## config.mk

```make
export PLATFORM = sky130hd
export DESIGN_NAME = pea_weight_loader
export DESIGN_NICKNAME = d
export VERILOG_FILES = /design/src/rtl/pea_weight_loader.sv
export SDC_FILE = /design/constraint.sdc
export NUM_CORES = 1
export LEC_CHECK = 0
export BUFFER_PORTS_ARGS = -buffer_cell sky130_fd_sc_hd__buf_4
export CORE_UTILIZATION = 40
export DETAILED_ROUTE_END_ITERATION = 10
export GPL_ROUTABILITY_DRIVEN = 1
export GPL_TIMING_DRIVEN = 0
export PLACE_DENSITY = 0.7
export SLEW_MARGIN = 20
export SYNTH_ARGS = -nofsm -noshare
export SYNTH_HDL_FRONTEND = slang
export SYNTH_SLANG_ARGS = --single-unit
```

## constraint.sdc

```tcl
create_clock -name clk -period 5.92 [get_ports clk]
set_input_delay 0.296 -clock clk [delete_from_list [all_inputs] [get_ports clk]]
set_output_delay 0.296 -clock clk [all_outputs]
set_load 0.01 [all_outputs]
```

## src/rtl/pea_weight_loader.sv

```systemverilog
// pea_weight_loader: fetches one 3x3 filter (9 bytes) from weight memory,
// stages it, then presents it to the filter weight ports with a one-cycle
// Weight_en strobe, holding it stable for PEA_NUM cycles so every lane of the
// filter's Weight_en delay line captures the same set.
module pea_weight_loader #(
  parameter int PEA_NUM = 4
) (
  input  logic        clk,
  input  logic        rst_n,
  input  logic        start,
  input  logic [7:0]  filter_idx,
  output logic        mem_rd_en,
  output logic [11:0] mem_addr,
  input  logic [7:0]  mem_rdata,
  output logic [7:0]  Weight1,
  output logic [7:0]  Weight2,
  output logic [7:0]  Weight3,
  output logic [7:0]  Weight4,
  output logic [7:0]  Weight5,
  output logic [7:0]  Weight6,
  output logic [7:0]  Weight7,
  output logic [7:0]  Weight8,
  output logic [7:0]  Weight9,
  output logic        Weight_en,
  output logic        busy,
  output logic        done
);

  localparam int HW = (PEA_NUM > 1) ? $clog2(PEA_NUM) : 1;
  localparam logic [HW-1:0] HOLD_LAST = HW'(PEA_NUM - 1);

  typedef enum logic [2:0] {
    IDLE  = 3'd0,
    FETCH = 3'd1,
    DRAIN = 3'd2,
    LOAD  = 3'd3,
    HOLD  = 3'd4,
    DONE  = 3'd5
  } state_t;

  state_t          state, state_n;
  logic [3:0]      k, k_n;
  logic [HW-1:0]   hcnt, hcnt_n;
  logic [7:0]      idx_lat, idx_n;
  logic [11:0]     addr_n;
  logic            rd_en_q;
  logic [3:0]      rd_k_q;
  logic [8:0][7:0] stage;

  // Next-state, counter and next-address logic.
  always_comb begin
    state_n = state;
    k_n     = k;
    hcnt_n  = hcnt;
    idx_n   = idx_lat;
    unique case (state)
      IDLE: begin
        if (start) begin
          state_n = FETCH;
          k_n     = '0;
          idx_n   = filter_idx;
        end
      end
      FETCH: begin
        if (k == 4'd8) begin
          state_n = DRAIN;
          k_n     = '0;
        end else begin
          k_n = k + 4'd1;
        end
      end
      DRAIN: state_n = LOAD;
      LOAD: begin
        state_n = HOLD;
        hcnt_n  = '0;
      end
      HOLD: begin
        if (hcnt == HOLD_LAST) begin
          state_n = DONE;
          hcnt_n  = '0;
        end else begin
          hcnt_n = hcnt + 1'b1;
        end
      end
      DONE: begin
        if (start) begin
          state_n = FETCH;
          k_n     = '0;
          idx_n   = filter_idx;
        end else begin
          state_n = IDLE;
        end
      end
      default: begin
        state_n = IDLE;
        k_n     = '0;
        hcnt_n  = '0;
      end
    endcase
    // Max 255*9+8 = 2303, fits 12 bits without wrap.
    addr_n = ({4'b0000, idx_n} * 12'd9) + {8'b0000_0000, k_n};
  end

  // State, counters, latched index and registered memory strobe/address.
  always_ff @(posedge clk) begin
    if (!rst_n) begin
      state     <= IDLE;
      k         <= '0;
      hcnt      <= '0;
      idx_lat   <= '0;
      mem_rd_en <= 1'b0;
      mem_addr  <= '0;
    end else begin
      state     <= state_n;
      k         <= k_n;
      hcnt      <= hcnt_n;
      idx_lat   <= idx_n;
      mem_rd_en <= (state_n == FETCH);
      mem_addr  <= (state_n == FETCH) ? addr_n : '0;
    end
  end

  // Track which read the returning data belongs to and stage it.
  always_ff @(posedge clk) begin
    if (!rst_n) begin
      rd_en_q <= 1'b0;
      rd_k_q  <= '0;
      stage   <= '0;
    end else begin
      rd_en_q <= mem_rd_en;
      rd_k_q  <= k;
      if (rd_en_q) begin
        stage[rd_k_q] <= mem_rdata;
      end
    end
  end

  // Weight output registers, updated on the DRAIN->LOAD edge so the new set
  // is visible during LOAD. Read 8 is staged on that same edge, so Weight9
  // takes it straight from mem_rdata.
  always_ff @(posedge clk) begin
    if (!rst_n) begin
      Weight1 <= '0;
      Weight2 <= '0;
      Weight3 <= '0;
      Weight4 <= '0;
      Weight5 <= '0;
      Weight6 <= '0;
      Weight7 <= '0;
      Weight8 <= '0;
      Weight9 <= '0;
    end else if (state == DRAIN) begin
      Weight1 <= stage[0];
      Weight2 <= stage[1];
      Weight3 <= stage[2];
      Weight4 <= stage[3];
      Weight5 <= stage[4];
      Weight6 <= stage[5];
      Weight7 <= stage[6];
      Weight8 <= stage[7];
      Weight9 <= mem_rdata;
    end
  end

  // Status outputs decoded from the registered state.
  always_comb begin
    Weight_en = (state == LOAD);
    done      = (state == DONE);
    busy      = (state == FETCH) || (state == DRAIN) ||
                (state == LOAD)  || (state == HOLD);
  end

endmodule

```

* Word level (Yosys, flattened, before mapping)
Index checks and enable logic that the tools add are counted.
W data, S select, Z words.
** Storage, ports and cells
- Register bits :: 179
- Bits of input ports :: 19
- Logic and storage cells :: 64
** Operators by class
- $add $sub $neg :: 3
- $mul :: 1
- Order comparisons :: 2
- Equality and inequality tests :: 8
- Multiplexer cells :: 15
- Reductions and logical operators :: 9
** Operators by type and width (count)
- $bwmux W72 :: 1
- $demux W8 S4 :: 1
- $mux W8 :: 3
- $pmux W3 S6 :: 1
- $add A12 B4 Y12 :: 1
- $mul A8 B4 Y12 const B :: 1
- $pmux W4 S3 :: 1
- $mux W3 :: 3
- $mux W4 :: 2
- $eq A3 B1 Y1 const B :: 2
- $eq A3 B2 Y1 const B :: 2
- $eq A3 B3 Y1 const B :: 2
- $lt A4 B5 Y1 const B :: 1
- $add A4 B1 Y4 const B :: 1
- $eq A4 B4 Y1 const B :: 1
- $ge A4 B1 Y1 const B :: 1
- $pmux W2 S2 :: 1
- $reduce_or A4 Y1 :: 1
- $logic_not A3 Y1 :: 1
- $logic_or A1 B1 Y1 :: 3
- $reduce_or A3 Y1 :: 1
- $add A2 B1 Y2 const B :: 1
- $eq A2 B2 Y1 const B :: 1
- $mux W2 :: 1
- 4 further kinds :: 4

* Logic depth before layout (Yosys ltp)
Gate-level depths: netlist (run 1).
- Word-level depth :: 5
- Gate-level depth with buffers :: 15

* Least setup slack after synthesis (run 1)
Ideal clock, no wire load.
- Kind :: reg-to-reg
- From :: register state[0]
- To :: register mem_addr[10]
- Data arrival time :: 3.020 ns
- Path slack :: 2.827 ns
- Stages on the path, launching flop included :: 13
- Buffers on the path :: 1
- Period minus slack after synthesis :: 3.093 ns
- Cell sequence :: dfxtp_1 > buf_6 > xor2_4 > nor2_8 > mux2_2 > ha_1 > ha_1 > ha_1 > a21o_1 > a21oi_1 > a211oi_1 > or3_1 > a21oi_1
** Between the ends
- Longest elaborated chain between the ends :: 5
- Elaborated cells between the ends (all ways) :: 18
- Classes of those cells :: 1 x add/sub; 1 x mul; 6 x eq/ne; 6 x mux; 4 x reduce/logical
** Ends and longest elaborated chain
- from (decl) :: RTL line 41 : state_t state, state_n;
- from (signal assigned) :: RTL line 114 : state <= state_n;
- $eq A3 B3 Y1 or $logic_not A3 Y1 (tied branches) :: RTL line 56 : unique case (state)
- $reduce_or A2 Y1 (no source line) *
- $mux W8 *
- via idx_n[1] :: RTL line 44 : logic [7:0] idx_lat, idx_n;
- $mul A8 B4 Y12 * :: RTL line 101 : addr_n = ({4'b0000, idx_n} * 12'd9) + {8'b0000_0000, k_n};
- $add A12 B4 Y12 * :: RTL line 101
- to (signal assigned) :: RTL line 119 : mem_addr <= (state_n == FETCH) ? addr_n : '0;
- to (decl) :: RTL line 13 : output logic [11:0] mem_addr,
The timed path passes the listed nets; every way through them passes the cells marked *.
A chain may end at the register's enable or synchronous reset.

* Worst setup path in the final report (run 1)
Same ends and word-level chain as after synthesis.

==> results.md, run 1 <==
- Status: finished clean
- Routed WL per cell: 14.1 um
- DRC: 0
- CP Class: reg2reg
- Worst-case reg-to-reg path depth: 12
- Post-synth EDFFs: 0
- WHS Path Cells: 3
- Root Driver: clkbuf_16
- Synthesized area per cell: 9.58 um2
- RSZ-0062 raised after global routing: false
- Most common cell after layout, fill and taps aside: dfxtp_1
- Total Nets Final: 903
- Synth top area cells: dfxtp_1 48%, mux2i_1 9.3%, nand2_1 8.3%, nor2b_1 6.3%, a21boi_0 6.2%
- VDD IR max: 0.217 mV
- Worst Hold End: idx_lat[7]
- Initial antenna violation count: 0
- Synth cell types: 53
- GR Overflow Total: 0
- Via count: 5194
- Clk_lat worst skew: 0.43 ns
- Num Clock Sinks: between 150 and 200
- Multiplexer share of the synthesized area: 0.104
- Max_cap viols: 0
- Crit path cell chain: buf_6 -> xor2_4 -> nor2_8 -> mux2_2 -> ha_1 -> ha_1 -> ha_1 -> a21o_1 -> a21oi_1 -> a211oi_1 -> or3_1 -> a21oi_1
- XOR/XNOR Fraction of Synth Area: 0.00759
- Vias in the first global route: between 4k and 5k
- Area share of and/or/nand/nor cells after synthesis: 0.202
- FMAX: approximately 0.3 GHz
- Max-slew violation count: 0
- Static Leak: 3.54 nW
- PD cells: about 280 nW/um2
- Most used cell along the critical path: ha_1
- Vias per Instance: 4.74
- CTS tree: built
- P&R area growth vs syn: 22.4%
- Post-layout min period: 3.33 ns
- Commonest cells after routing, fill and taps aside: 171 x dfxtp_1, 157 x nand2_1, 99 x buf_4
- IO Pins: 107
- Num CTS Buffers: 17
- Htree depth: 4
- Crit. End Element: register
- Die Y: 135 um
- Hold_sp: filter_idx[7]
- Port bufs: 98
- Design Power: 2.41 mW
- DP Wirelength: 11100 um
- Slew @ Worst Pin: between 0.6 and 0.7 ns
- Sw frac: 0.253
- Compound-Gate Fraction of Synth Area: 0.115
- Rel. slew slack: 0.535
- Clock-pin slew on the worst setup and hold paths: 0.07 ns
- Register area share after synthesis: 0.483
- Cts-stage hold buffer count: 0
- RePlAce Congestion: 0.824
- Critical-path top delay cell: mux2_2
- FFs w/ async S/R, synth: 0
- Drt first pass iters: 5
- Worst setup startpoint: state[0]
- Sw power: 611 uW
- Crit Reg-Reg Startpoint: state[0]
- Fraction of layout instances using a drive strength above 1: 0.194
- First-pass GRT wire length: 25000 um
- Syn Inst Count: 740
- Register share of total power: 0.486
- Clock share of power: 0.446
- CP Data Arrival Time: 3.70 ns
- Total negative setup slack: 0 ns
- Cell taking the most area after synthesis: dfxtp_1
- FP Rows: 48
- Final ANT Viol Nets: 0
- Post-Synth Adder-Cell Area: 0.0503
- Tightest Hold Check Type: in2reg
- Dominant combinational cell family by area after synthesis: simple AND/OR/NAND/NOR gates
- Synthesized area: 7090 um2
- CP Max Fanout: 10
- Worst Clk Skew: a little over 0.008 ns
- Fin crit share: 0.563
- Final Setup Violations: 0
- Synth top area share: 0.483
- Postcts setup bufs: 0
- YS warnings: 0
- Core region area: 17300 um2
- Fill cells: about 1.7k
- Post-synthesis register bit count: ~170
- Die Wd: 135 um
- Routed Wire Length: 15500 um
- Worst EP required: ~6.3 ns
- Synth Flop Type: dfxtp_1
- Pin count of the biggest net entering global routing: 19
- Post-Syn Nets: ~790
- Full die area: 18300 um2
- Clock buffer depth: 2
- Final Hold Viols: 0
- FF-to-FF setup slack: ~2.6 ns
- CP peak stage delay: 0.39 ns
- Ant. Diodes: 0
- DR iter-0 viols: 170
- Cell Int Power: 1.80 mW
- Comb pwr share: 0.069
- RR Endpoint: mem_addr[10]
- Initial cell density of the core: 0.410
- PostCTS Resize Cnt: 0
- CP Launch Type: register
- GRT Overall Usage: 0.178
==> critical path: cells and delay by family (launching register included) <==
| family | cells | cell delay, ns |
|---|---|---|
| muxes | 1 | 0.39 |
| adders and majority gates | 3 | 0.96 |
| xor gates and xnor gates | 1 | 0.20 |
| DFF | 1 | 0.33 |
| and+or+nand+nor | 2 | 0.52 |
| buffers and inverters | 1 | 0.15 |
| AOI/OAI and AO/OA | 4 | 0.70 |
==> synth_stat cells, drive strengths merged (2+ instances only) <==
library cell,instances
nor3b,4
a21boi,72
ha,26
inv,14
nor2,17
o21a,5
nand3,2
clkbuf,28
nand2b,4
xnor2,2
and2,19
xor2,2
nor3,9
nand2,157
mux2i,66
buf,20
dfxtp,171
a21oi,12
o21ai,8
nor2b,71
mux2,7
nand3b,4
==> registers in the layout, indices dropped and copies added (netlist names) <==
register	cells
Weight3	8
stage	64
mem_addr	12
Weight7	8
idx_lat	8
Weight1	8
Weight9	8
rd_en_q	1
mem_rd_en	1
hcnt	2
state	3
Weight4	8
Weight5	8
Weight6	8
k	4
rd_k_q	4
Weight8	8
Weight2	8
==> cells by family after synthesis <==
group | Yosys count
mux | 73
simple gates | 292
buf+inv | 62
xor+xnor | 4
fa+ha+maj | 28
flops | 171
compound gates | 110
==> how the worst max path moves through the flow <==
| stage | endpoint | slack (ns) | cells after the start |
|---|---|---|---|
| floorplan | mem_addr[10] | 2.83 | 12 |
| global placement | mem_addr[10] | 2.61 | 12 |
| detailed placement | mem_addr[10] | 2.59 | 12 |
| CTS | mem_addr[10] | 2.56 | 12 |
| global route | mem_addr[10] | 2.40 | 13 |
| finish | mem_addr[10] | 2.59 | 12 |
==> power groups by stage <==
stage / clock [mW] / combinational (mW) / sequential, mW
final: 1.07 / 0.166 / 1.17
after global routing: 1.14 / 0.185 / 1.17
after CTS: 1.09 / 0.169 / 1.17
after detailed placement: 0 / 0.168 / 1.20
after global placement: 0 / 0.167 / 1.20
after floorplan: 0 / 0.112 / 1.20
==> metrics by stage <==
| step | utilization | hold slack [ns] | setup slack [ns] | cell area (um2) | std cells |
|---|---|---|---|---|---|
| floorplan | - | 0.430 | 2.83 | 7090 | 740 |
| global placement | 0.469 | 0.443 | 2.61 | 8110 | 1063 |
| detailed placement | 0.469 | 0.443 | 2.59 | 8110 | 1063 |
| CTS | 0.501 | 0.205 | 2.56 | 8670 | 1095 |
| global route | 0.501 | 0.238 | 2.40 | 8670 | 1095 |
| finish | 0.501 | 0.212 | 2.59 | 8670 | 1095 |
==> area by class of cell <==
class | count | area (um2) | share of cell area
timing repair buffer | 98 | 736 | 0.0848
multi-input combinational | 507 | 3400 | 0.392
inverter | 14 | 52.6 | 0.00606
clock inverter | 15 | 143 | 0.0164
clock buffer | 17 | 425 | 0.0490
buffer | 48 | 214 | 0.0247
sequential | 171 | 3420 | 0.395
tap | 225 | 282 | 0.0325
==> layer usage <==
| metal | routed length, um | GRT usage | vias to the layer above |
|---|---|---|---|
| met5 | 0 | 0 | - |
| met2 | 7010 | 0.286 | 97 |
| met4 | 193 | 0.0587 | 0 |
| met1 | 7530 | 0.230 | 2386 |
| met3 | 722 | 0.0458 | 21 |
| li1 | - | - | 2690 |
Note: power is estimated with default switching activity, not from simulation.
==> run 2: changes to the inputs <==
--- a/config.mk
+++ b/config.mk
@@ -10,7 +10,7 @@
 export DETAILED_ROUTE_END_ITERATION = 10
 export GPL_ROUTABILITY_DRIVEN = 1
 export GPL_TIMING_DRIVEN = 0
-export PLACE_DENSITY = 0.7
+export PLACE_DENSITY = 0.73
 export SLEW_MARGIN = 20
 export SYNTH_ARGS = -nofsm -noshare
 export SYNTH_HDL_FRONTEND = slang
==> constraint.sdc (replaced) <==
create_clock -name clk -period 2.8 [get_ports clk]
set_input_delay 0.14 -clock clk [delete_from_list [all_inputs] [get_ports clk]]
set_output_delay 0.14 -clock clk [all_outputs]
set_load 0.01 [all_outputs]
==> results.md, run 2 (synthesis results as in run 1) <==
- Status: finished with violations
- Failing checks: negative setup slack
- Cell Area, Placed: 8240 um2
- CTS tree: built
- Total Nets Final: 916
- Num Clock Sinks: 171
- IO Pins: 107
- DP Wirelength: around 11000 um
- Crit. End Element: register
- Critical-path top delay cell: dfxtp_2
- Worst EP required: ~3.1 ns
- Initial antenna violation count: 0
- Tightest Hold Check Type: in2reg
- Post-layout min period: 3.01 ns
- GR Overflow Total: 0
- Die Wd: ~140 um
- Htree depth: 4
- Routed Wire Length: between 15000 and 20000 um
- Biggest regs: stage x64, mem_addr x12
- Vias per Instance: 4.81
- Most flop-heavy register: stage
- Max_cap viols: 0
- Fin area: 9110 um2
- Final Hold Viols: 0
- Final Setup Violations: 7
- Static Leak: 3.62 nW
- First-pass GRT wire length: 26100 um
- Most used cell along the critical path: o21a_1
- Num CTS Buffers: 17
- RePlAce Congestion: 0.841
- Drt first pass iters: 4
- Max-slew violation count: 0
- Fill cells: 1593
- CP Class: reg2reg
- DRC: 0
- Rel. slew slack: 0.532
- VDD IR max: ~0.45 mV
- P&R area growth vs syn: 28.6%
- Root Driver: clkbuf_16
- DR iter-0 viols: 334
- Final ANT Viol Nets: 0
- Worst Clk Skew: 0.0107 ns
- CP Data Arrival Time: 3.31 ns
- Crit path cell chain: inv_2 -> ha_4 -> and3b_2 -> nor3_4 -> a221oi_2 -> mux2i_1 -> ha_1 -> inv_2 -> fa_2 -> nor2b_4 -> o21a_1 -> o21a_1 -> o21a_1 -> o211a_1
- GRT Overall Usage: 0.186
- Most common cell after layout, fill and taps aside: dfxtp_1
- Max reg flops: 64
- Via count: 5323
- FMAX: 0.333 GHz
- Sequential Area: 3430 um2
- Vias in the first global route: between 5k and 6k
- Port bufs: 98
- Routed WL per cell: between 10 and 15 um
- GR met2 Demand/Resource: 0.311
- Worst slack, placed: -0.424 ns
- CP peak stage delay: ~0.36 ns
- CP Max Fanout: 5
- Commonest cells after routing, fill and taps aside: 166 x dfxtp_1, 156 x nand2_1, 112 x buf_4
- Met3 Use GR: 0.0477
- Clock-pin slew on the worst setup and hold paths: 0.06 ns
- Clk_lat worst skew: ~0.42 ns
- Routing usage on met1: 0.233
- FP Rows: 48
- Die Y: 135 um
- Fin crit share: 1.07
- Gr busiest metal: met2
- Initial cell density of the core: 0.410
- Slew @ Worst Pin: 0.701 ns
- Core region area: 17300 um2
- CP Launch Type: register
- PD cells: 570 nW/um2
- Worst setup margin: -0.207 ns
- RSZ-0062 raised after global routing: true
- Pin count of the biggest net entering global routing: 17
- Fraction of layout instances using a drive strength above 1: 0.253
- Full die area: 18300 um2
- Area of the multi-input gates: about 3700 um2
- # placed instances: 1063
- Clock buffer depth: 2
- Post-route non-filler standard cell count: 1107
- Ant. Diodes: 0
- Hold Slack: 0.0986 ns
==> run 2: changes by cell type in the layout (fill, tap and decap cells not counted), moves of 4 or more <==
cell / previous run / this run
inv_8: 6 / 1
ha_4: 0 / 16
mux2_2: 7 / 0
dfxtp_1: 171 / 166
ha_1: 26 / 9
inv_2: 1 / 5
a21oi_1: 11 / 6
buf_4: 99 / 112
inv_1: 13 / 9
mux2_4: 0 / 7
dfxtp_2: 0 / 5
==> run 2: critical path: cells and delay by family, from the launching register on <==
| kind | cells | cell delay [ns] |
|---|---|---|
| AO/OA/AOI/OAI | 5 | 0.90 |
| adder cells (fa/ha/maj) | 3 | 0.71 |
| buffers and inverters | 2 | 0.14 |
| flip-flops | 1 | 0.36 |
| multiplexers | 1 | 0.25 |
| AND/OR/NAND/NOR | 3 | 0.54 |
==> run 2: what timing repair did <==
| item | CTS | global route |
|---|---|---|
| setup endpoints to repair | 8 | 8 |
| buffers inserted | 9 | 4 |
| hold buffers | 1 | 0 |
| gates resized for setup | 29 | 17 |
| endpoints found under the hold margin | 1 | 0 |
| pin swaps | 22 | 13 |
==> run 2: where the power goes <==
group	total [mW]	switching [mW]	internal, mW
clock network	2.23	0.979	1.26
logic	0.484	0.246	0.238
registers	2.48	0.0155	2.47
total	5.20	1.24	3.96
==> run 2: metrics by stage <==
| step | utilization | setup TNS, ns | total power, mW |
|---|---|---|---|
| final | 0.527 | -0.865 | 5.20 |
| after global routing | 0.527 | -1.50 | 5.41 |
| after CTS | 0.521 | -0.676 | 5.22 |
| after detailed placement | 0.476 | -2.13 | 2.94 |
| after global placement | 0.476 | -1.93 | 2.93 |
| after floorplan | - | -0.120 | 2.82 |
==> run 2: cell type report <==
cell class,instances,share of cell area
multi-input cells,507,0.410
flip-flops and latches,171,0.376
repair buffers,112,0.0925
clock buffers,19,0.0486
well taps,225,0.0309
plain buffers,47,0.0233
clock inverters,12,0.0126
inverters,14,0.00577
==> run 2: routing by layer <==
metal  routed length [um]  share of wire
met3                  877          0.053
met4                  242          0.015
met2                 7790           0.47
met5                    0              0
met1                 7560           0.46
==> run 2: worst paths after layout <==
kind	start	endpoint	slack (ns)	cells after the start
worst min-delay path	filter_idx[6]	idx_lat[6]	0.1	3
worst max-delay path	k[0]	mem_addr[11]	-0.21	14
worst min register to register	Weight4[3]	Weight4[3]	0.46	2
worst max register to register	k[0]	mem_addr[11]	-0.21	14
==> run 3: changes to the inputs <==
--- a/config.mk
+++ b/config.mk
@@ -6,6 +6,8 @@
 export NUM_CORES = 1
 export LEC_CHECK = 0
 export BUFFER_PORTS_ARGS = -buffer_cell sky130_fd_sc_hd__buf_4
+export CORE_ASPECT_RATIO = 0.7
+export CORE_MARGIN = 5
 export CORE_UTILIZATION = 40
 export DETAILED_ROUTE_END_ITERATION = 10
 export GPL_ROUTABILITY_DRIVEN = 1
==> results.md, run 3 (synthesis results as in run 1) <==
- PD cells: 574 nW/um2
- Cell Area, Placed: between 8000 and 9000 um2
- Fraction of layout instances using a drive strength above 1: 0.251
- Worst Clk Skew: roughly 0.0094 ns
- Fin crit share: 1.09
- Num Clock Sinks: 171
- Commonest cells after routing, fill and taps aside: 167 x dfxtp_1, 157 x nand2_1, 116 x buf_4
- Crit. End Element: register
- RePlAce Congestion: around 0.81
- Biggest regs: stage x64, mem_addr x12
- Post-layout min period: 3.04 ns
- Drt first pass iters: 4
- RSZ-0062 raised after global routing: true
- Die Y: between 100 and 150 um
- VDD IR max: 0.408 mV
- Initial cell density of the core: 0.411
- Fill cells: 1572
- DRC: 0
- FF-to-FF setup slack: -0.24 ns
- DP Wirelength: 12400 um
- Full die area: approximately 21000 um2
- FP Rows: 40
- Root Driver: clkbuf_16
- Initial antenna violation count: 0
- Final Setup Violations: 7
- Die Wd: 169 um
- Clock-pin slew on the worst setup and hold paths: 0.07 ns
- Routed Wire Length: 17400 um
- Sequential Area: 3430 um2
- Most used cell along the critical path: ha_4
- Status: finished with violations
- GRT Overall Usage: 0.170
- Max_cap viols: 0
- Static Leak: 3.64 nW
- Worst EP required: 3.09 ns
- Slew @ Worst Pin: ~0.72 ns
- DR iter-0 viols: between 200 and 300
- CTS tree: built
- GR Overflow Total: 0
- Via count: 5447
- CP Launch Type: register
- Tightest Hold Check Type: in2reg
- Vias per Instance: 4.87
- Design Power: 5.26 mW
- Area of the multi-input gates: 3720 um2
- Clk_lat worst skew: 0.43 ns
- Max-slew violation count: 0
- First-pass GRT wire length: ~28000 um
- Most common cell after layout, fill and taps aside: dfxtp_1
- CP peak stage delay: 0.34 ns
- Critical-path top delay cell: dfxtp_2
- Port bufs: ~100
- Num CTS Buffers: 17
- Routed WL per cell: 15.6 um
- P&R area growth vs syn: 29.4%
- Failing checks: negative setup slack
- IO Pins: 107
- Worst setup margin: -0.242 ns
- Htree depth: 4
- Rel. slew slack: 0.518
- Clock buffer depth: 2
- Core Util, Final: 0.531
- Ant. Diodes: 0
- CP Data Arrival Time: 3.33 ns
- Final ANT Viol Nets: 0
- Crit path cell chain: buf_8 -> xor2_4 -> nor2_8 -> buf_6 -> mux2_4 -> ha_4 -> ha_4 -> ha_4 -> nand4b_1 -> buf_4 -> a21oi_2 -> o21a_1 -> nor3_1
- Fin area: 9170 um2
- CP Class: reg2reg
- Max reg flops: 64
- Vias in the first global route: between 5k and 6k
- CP Max Fanout: 8
- Pin count of the biggest net entering global routing: 17
- Final Hold Viols: 0
- Core region area: 17300 um2
- Most flop-heavy register: stage
- Total Nets Final: 921
- FMAX: 0.329 GHz
## run 3: cell count changes in the layout (fill, tap and decap cells not counted), moves of 2 or more
cell,delta
o21ai_0,+2
inv_2,-2
clkinv_2,-2
buf_4,+4
dfxtp_2,-2
o21ai_2,-3
## run 3: metrics by stage
step | hold slack, ns | TNS (ns) | worst slack, ns | std cells
final | 0.102 | -1.12 | -0.242 | 1118
after CTS | 0.0825 | -0.672 | -0.193 | 1109
after detailed placement | 0.446 | -1.93 | -0.420 | 1069
after global placement | 0.441 | -1.94 | -0.415 | 1069
after floorplan | 0.357 | -0.120 | -0.0618 | 740
after global routing | 0.0925 | -1.85 | -0.394 | 1118
## run 3: where the power goes
group          switching (mW)  total, mW  internal, mW  leakage (nW)
Combinational           0.254      0.506         0.252          1.99
Sequential             0.0143       2.48          2.46          1.38
Clock                   0.997       2.28          1.28         0.274
Total                    1.27       5.26          4.00          3.64
## run 3: path summary, 6_finish.rpt
| path | cells past startpoint | endpoint | start |
|---|---|---|---|
| setup / recovery | 13 | mem_addr[8] | state[0] |
| hold / removal | 3 | idx_lat[6] | filter_idx[6] |
| setup reg to reg | 13 | mem_addr[8] | state[0] |
| hold reg to reg | 2 | Weight8[3] | stage[59] |
## run 3: critical path, delay by kind of cell (launching register included)
family,cells,cell delay (ns)
AOI/OAI and AO/OA,2,0.26
xor gates and xnor gates,1,0.19
adders and majority gates,3,0.77
buffers and inverters,3,0.48
DFF,1,0.34
muxes,1,0.32
and+or+nand+nor,3,0.53
## run 3: layout make-up
| type | count | share of cell area |
|---|---|---|
| plain buffers | 47 | 0.0232 |
| clock buffers | 20 | 0.0498 |
| clock inverters | 11 | 0.0121 |
| inverters | 14 | 0.00600 |
| multi-input cells | 507 | 0.406 |
| flip-flops and latches | 171 | 0.374 |
| well taps | 231 | 0.0315 |
| repair buffers | 117 | 0.0975 |
## run 3: per-layer routing
metal,share of wire,track usage
met1,0.51,0.246
met2,0.42,0.249
met3,0.056,0.0472
met4,0.013,0.0463
met5,0,0
## run 3: what timing repair did
item,CTS,global route
pin swaps,17,19
hold buffers,0,0
setup endpoints to repair,8,8
endpoints found under the hold margin,0,0
gates resized for setup,27,13
setup buffers,10,9
